--- src/rtl/bus_xfer_pkg.sv ---
// rtl/bus_xfer_pkg.sv - shared types and constants for the bus transfer engine
//
// Purpose: FSM state encoding and the width of the optional beat counter.
// Ports:   none (package).

package bus_xfer_pkg;

  typedef enum logic [1:0] {
    IDLE = 2'd0,
    XFER = 2'd1,
    DONE = 2'd2
  } xfer_state_e;

  localparam int CNT_W = 16;

endpackage

--- src/rtl/bus_ram.sv ---
// rtl/bus_ram.sv - W x DEPTH RAM, synchronous write, asynchronous read
//
// Purpose: storage for the RAM bus source/destination; contents are not reset.
// Ports:
//   clk   - write clock
//   we    - write enable, sampled on the rising edge
//   waddr - write address
//   wdata - write data
//   raddr - read address (combinational read)
//   rdata - read data

module bus_ram #(
  parameter int W     = 4,
  parameter int DEPTH = 16,
  parameter int AW    = $clog2(DEPTH)
) (
  input  logic          clk,
  input  logic          we,
  input  logic [AW-1:0] waddr,
  input  logic [W-1:0]  wdata,
  input  logic [AW-1:0] raddr,
  output logic [W-1:0]  rdata
);

  logic [W-1:0] mem_q [DEPTH];

  always_ff @(posedge clk) begin
    if (we) begin
      mem_q[waddr] <= wdata;
    end
  end

  assign rdata = mem_q[raddr];

endmodule

--- src/rtl/bus_xfer_engine.sv ---
// rtl/bus_xfer_engine.sv - command-driven shared-bus datapath (NREG regs + RAM)
//
// Purpose: each accepted command drives one source onto the bus for len+1
//   beats and writes every selected destination on each beat edge; RAM
//   addresses auto-increment and wrap.
// Optional build macro: BUS_XFER_CNT_EN adds the xfer_cnt beat counter output.
// Ports:
//   clk, rst_n          - clock, synchronous active-low reset
//   cmd_valid/cmd_ready - command handshake (ready only in IDLE)
//   cmd_src             - 0..NREG-1 = Rn, NREG = RAM[raddr], NREG+1 = ext_in
//   cmd_dst             - bit n = Rn, bit NREG = RAM[waddr]
//   cmd_raddr/cmd_waddr - starting RAM addresses
//   cmd_len             - beats minus one
//   ext_in              - external bus source
//   bus_out             - current bus value
//   reg_q               - flattened registers, R0 in [W-1:0]
//   busy, done          - in-transfer flag, end-of-command pulse
//   xfer_cnt            - saturating beat count (BUS_XFER_CNT_EN only)

module bus_xfer_engine
  import bus_xfer_pkg::*;
#(
  parameter int W         = 4,
  parameter int NREG      = 4,
  parameter int RAM_DEPTH = 16,
  parameter int AW        = $clog2(RAM_DEPTH),
  parameter int SELW      = $clog2(NREG + 2)
) (
  input  logic              clk,
  input  logic              rst_n,
  input  logic              cmd_valid,
  output logic              cmd_ready,
  input  logic [SELW-1:0]   cmd_src,
  input  logic [NREG:0]     cmd_dst,
  input  logic [AW-1:0]     cmd_raddr,
  input  logic [AW-1:0]     cmd_waddr,
  input  logic [AW-1:0]     cmd_len,
  input  logic [W-1:0]      ext_in,
  output logic [W-1:0]      bus_out,
  output logic [NREG*W-1:0] reg_q,
  output logic              busy,
  output logic              done
`ifdef BUS_XFER_CNT_EN
  ,
  output logic [CNT_W-1:0]  xfer_cnt
`endif
);

  localparam logic [SELW-1:0] SRC_RAM = SELW'(NREG);
  localparam logic [SELW-1:0] SRC_EXT = SELW'(NREG + 1);

  xfer_state_e     state_q, state_d;
  logic [SELW-1:0] src_q, src_d;
  logic [NREG:0]   dst_q, dst_d;
  logic [AW-1:0]   raddr_q, raddr_d;
  logic [AW-1:0]   waddr_q, waddr_d;
  logic [AW-1:0]   len_q, len_d;
  logic [AW-1:0]   beat_q, beat_d;
  logic [W-1:0]    regs_q [NREG];
  logic [W-1:0]    regs_d [NREG];
  logic [W-1:0]    ram_rdata;
  logic [W-1:0]    bus_val;
  logic            ram_we;

`ifdef BUS_XFER_CNT_EN
  logic [CNT_W-1:0] cnt_q, cnt_d;
`endif

  // RAM write is qualified by rst_n so a reset edge mid-burst writes nothing.
  bus_ram #(
    .W     (W),
    .DEPTH (RAM_DEPTH),
    .AW    (AW)
  ) u_ram (
    .clk   (clk),
    .we    (ram_we && rst_n),
    .waddr (waddr_q),
    .wdata (bus_val),
    .raddr (raddr_q),
    .rdata (ram_rdata)
  );

  // Source mux: register sources read pre-edge values; illegal selects give 0.
  always_comb begin
    bus_val = '0;
    for (int n = 0; n < NREG; n++) begin
      if (src_q == SELW'(n)) begin
        bus_val = regs_q[n];
      end
    end
    if (src_q == SRC_RAM) begin
      bus_val = ram_rdata;
    end else if (src_q == SRC_EXT) begin
      bus_val = ext_in;
    end
  end

  assign bus_out = bus_val;

  always_comb begin
    for (int n = 0; n < NREG; n++) begin
      reg_q[n*W +: W] = regs_q[n];
    end
  end

  always_comb begin
    state_d   = state_q;
    src_d     = src_q;
    dst_d     = dst_q;
    raddr_d   = raddr_q;
    waddr_d   = waddr_q;
    len_d     = len_q;
    beat_d    = beat_q;
    regs_d    = regs_q;
    ram_we    = 1'b0;
    cmd_ready = 1'b0;
    busy      = 1'b0;
    done      = 1'b0;
    unique case (state_q)
      IDLE: begin
        cmd_ready = 1'b1;
        if (cmd_valid) begin
          src_d   = cmd_src;
          dst_d   = cmd_dst;
          raddr_d = cmd_raddr;
          waddr_d = cmd_waddr;
          len_d   = cmd_len;
          beat_d  = '0;
          state_d = XFER;
        end
      end
      XFER: begin
        busy = 1'b1;
        for (int n = 0; n < NREG; n++) begin
          if (dst_q[n]) begin
            regs_d[n] = bus_val;
          end
        end
        ram_we  = dst_q[NREG];
        raddr_d = raddr_q + AW'(1);
        waddr_d = waddr_q + AW'(1);
        if (beat_q == len_q) begin
          beat_d  = '0;
          state_d = DONE;
        end else begin
          beat_d = beat_q + AW'(1);
        end
      end
      DONE: begin
        done    = 1'b1;
        state_d = IDLE;
      end
      default: state_d = IDLE;
    endcase
  end

`ifdef BUS_XFER_CNT_EN
  always_comb begin
    cnt_d = cnt_q;
    if (state_q == XFER && cnt_q != {CNT_W{1'b1}}) begin
      cnt_d = cnt_q + CNT_W'(1);
    end
  end

  assign xfer_cnt = cnt_q;
`endif

  always_ff @(posedge clk) begin
    if (!rst_n) begin
      state_q <= IDLE;
      src_q   <= '0;
      dst_q   <= '0;
      raddr_q <= '0;
      waddr_q <= '0;
      len_q   <= '0;
      beat_q  <= '0;
      for (int n = 0; n < NREG; n++) begin
        regs_q[n] <= '0;
      end
`ifdef BUS_XFER_CNT_EN
      cnt_q   <= '0;
`endif
    end else begin
      state_q <= state_d;
      src_q   <= src_d;
      dst_q   <= dst_d;
      raddr_q <= raddr_d;
      waddr_q <= waddr_d;
      len_q   <= len_d;
      beat_q  <= beat_d;
      for (int n = 0; n < NREG; n++) begin
        regs_q[n] <= regs_d[n];
      end
`ifdef BUS_XFER_CNT_EN
      cnt_q   <= cnt_d;
`endif
    end
  end

endmodule

--- config.mk ---
export PLATFORM = sky130hd
export DESIGN_NAME = bus_xfer_engine
export DESIGN_NICKNAME = d
export VERILOG_FILES = /design/src/rtl/bus_xfer_pkg.sv /design/src/rtl/bus_ram.sv /design/src/rtl/bus_xfer_engine.sv
export SDC_FILE = /design/constraint.sdc
export NUM_CORES = 1
export LEC_CHECK = 0
export CORE_MARGIN = 2
export CORE_UTILIZATION = 60
export DETAILED_ROUTE_END_ITERATION = 7
export PLACE_DENSITY = 0.86
export SKIP_CTS_REPAIR_TIMING = 1
export SLEW_MARGIN = 10
export SYNTH_ARGS = -nofsm -noshare
export SYNTH_HDL_FRONTEND = slang
export SYNTH_SLANG_ARGS = --single-unit
--- constraint.sdc ---
create_clock -name clk -period 4.4 [get_ports clk]
set_input_delay 0.44 -clock clk [delete_from_list [all_inputs] [get_ports clk]]
set_output_delay 0.44 -clock clk [all_outputs]
set_load 0.02 [all_outputs]
==> flow_summary.ini, run 1 <==
[synth]
synth_top_cell_by_area = edfxtp_1
synth_top_area_share_pct = 41.33
syn_area_um2 = 4649
synth_cell_type_count = 44
netlist_top_cells_area = edfxtp_1, dfxtp_1, mux2_1
ys_seq_area_share_pct = 61.14
synth.net_count = 428
ys.flop_type = edfxtp_1
synth_edf_count = 64
synthCells = 395
async_flop_share_pct = 0
yosys_register_bits = 110
ys_warn_count = 0
synth_area_per_cell_um2 = 11.77

[placement]
gp_congestion = 0.9414
dpl.hpwl_um = 6927
preCtsSetupSlack_ps = 1080
placed_cells = 526
io_buffers = 49
dpl_cell_area_um2 = 5167

[sta]
rsz0062_at_grt = no
setup_slack_ps = 639.7
layout_min_cycle_time_ps = 3760
hold_viol_final = 0
worstMarginPinSlew_ps = 897.7
drv_slew = 0
clock_skew_ps = 14.54
finalSetupViolCount = 0
max_freq_mhz = 265.9
tns_ps = 0
layout_worst_path_cycle_share_pct = 85.46
relSlewSlack_pct = 39.69

[routing]
vias_per_cell = 5.851
vias = 3171
first_pass_iters = 5
drt_iter0_drc = 234
drc = 0
wirelength_um = 9745
avgRoutedWirePerCell_um = 17.98
ant_nets = 0

[global_route]
grt_pass1_vias = 2991
grt_pass1_wl_um = 15280
antenna_found_initial = 0
grtUsageTotal_pct = 23.82
grt_max_degree = 33
gr-total-overflow = 0

[min_path]
hp-class = reg -> reg

[clock_tree]
numClockSinks = 110
tritoncts = yes
clockBufferDepth = 2
cts.reportedPaths.clkPinSlew_ps = 100
clk_latency_ps = 370
root_buffer = clkbuf_8
htree_levels = 3
cts_buffers = 9

[layout]
area_growth_pct = 15.26
final_cells = 542
fin_nets = 468
finish.instance_area_um2 = 5359
drive_gt1_share_pct = 7.273
num_antenna_cells = 0

[setup_path]
path_class = reg -> out
cp_max_fo = 29
crit_path_end_kind = output port
arrival_ps = 3320
worstPathRequired_ps = 3960
critPathLaunchType = flop

[die]
initial_core_util_pct = 61.12
rows = 32
die-area_um2 = 8470
die_x_um = 92.03
die_height_um = 92.03
ios = 50
core_um2 = 7607

[job]
maxCapViolCount = 0

[pwr]
peakVddDrop_mv = 0.2169
p_per_area_nw_per_um2 = 388.7
p_leak_nw = 1.850

[status]
status = complete, no violations
-- sequential cells by signal (all words and copies together) (netlist names), 3 cells and up, named ones only --
register     count
reg_q           16
raddr_q          4
src_q            3
waddr_q          4
len_q            4
dst_q            5
u_ram.mem_q     64
beat_q           4
-- cells in the mapped netlist (all sizes together), types with 3 or more instances --
master and n:
xor2 6, clkbuf 12, edfxtp 64, and2 6, nor3 8, nand3 3, a21boi 10, nor2 33
a21oi 31, a2111oi 7, inv 10, nand2 41, o22ai 12, nand2b 4, ha 6, nor2b 11
mux4 4, buf 12, mux2 16, a211oi 13, o21ai 17, mux2i 7, dfxtp 46
-- layer usage --
layer,vias to the layer above,routed length [µm],track usage [%]
met1,1512,4234,31.92
met5,-,0,0
met4,0,206,7.463
met3,17,451,4.026
li1,1508,-,-
met2,134,4852,40.01
-- kinds of logic (layout without fill, tap and decap cells) --
kind of cell	Yosys count	in the layout	synth area share, %
muxes	27	27	7.320
DFF	110	110	61.14
xor gates and xnor gates	7	7	1.319
buffers and inverters	35	80	3.956
and+or+nand+nor	115	115	11.57
adders and majority gates	6	6	1.615
AOI/OAI and AO/OA	95	95	13.08
-- cells in the final DEF (no fill, tap or decap), types with 3 or more instances in the layout --
cell type / count
a2111oi_1: 6
a211oi_1: 12
a21boi_0: 10
a21oi_1: 31
and2_1: 5
buf_4: 3
clkbuf_8: 9
clkdlybuf4s50_1: 49
dfxtp_1: 46
edfxtp_1: 64
ha_1: 6
inv_1: 9
mux2_1: 14
mux2i_1: 7
mux4_2: 4
nand2_1: 41
nand2b_1: 4
nand3_1: 3
nor2_1: 33
nor2b_1: 11
nor3_1: 5
nor3_2: 3
o21ai_0: 17
o22ai_1: 12
xor2_1: 6
-- through the flow --
stage / utilization, % / hold slack [ps] / total power (W)
3_3_place_gp: 67.93 / 445.7 / 0.001503
3_5_place_dp: 67.93 / 459.0 / 0.001517
5_1_grt: 70.44 / 487.9 / 0.002154
6_report: 70.44 / 471.2 / 0.002083
2_1_floorplan: - / 431.7 / 0.001415
4_1_cts: 70.44 / 474.9 / 0.002079
-- worst max-delay path, stage by stage, from the launching register on --
cell,delay [ps]
dfxtp_1,690
buf_12,270
mux2_1,170
o22ai_1,80
a2111oi_1,550
nor3_2,180
inv_1,340
clkdlybuf4s50_1,680
-- report_power, final --
| part | leakage (nW) | internal, W | switching (W) |
|---|---|---|---|
| combinational | 0.787 | 0.000131 | 0.000182 |
| clock | 0.0973 | 0.000246 | 0.000337 |
| sequential | 0.966 | 0.00114 | 0.0000452 |
-- cell type report --
type	instances	area [µm²]
sequential	110	2843
clock inverter	5	38.79
tap	102	127.6
fill	535	2248
inverter	11	41.29
multi-input combinational	250	1623
clock buffer	11	152.6
timing repair buffer	53	533.0
-- final timing paths --
check | start | end | slack [ps] | depth (start not counted)
hold reg to reg | dst_q[2] | dst_q[2] | 470 | 2
hold / removal | dst_q[2] | dst_q[2] | 470 | 2
setup reg to reg | flop | u_ram.mem_q[11][3] | 1670 | 7
setup / recovery | flop | bus_out[1] | 640 | 7
Note: power is estimated with default switching activity, not from simulation.
==> inputs of run 2 (changes only) <==
--- a/config.mk
+++ b/config.mk
@@ -10,7 +10,7 @@
 export DETAILED_ROUTE_END_ITERATION = 7
 export PLACE_DENSITY = 0.86
 export SKIP_CTS_REPAIR_TIMING = 1
-export SLEW_MARGIN = 10
+export SLEW_MARGIN = 20
 export SYNTH_ARGS = -nofsm -noshare
 export SYNTH_HDL_FRONTEND = slang
 export SYNTH_SLANG_ARGS = --single-unit
==> results of run 2 <==
Final layout, timing and power as in run 1 (identical DEF).
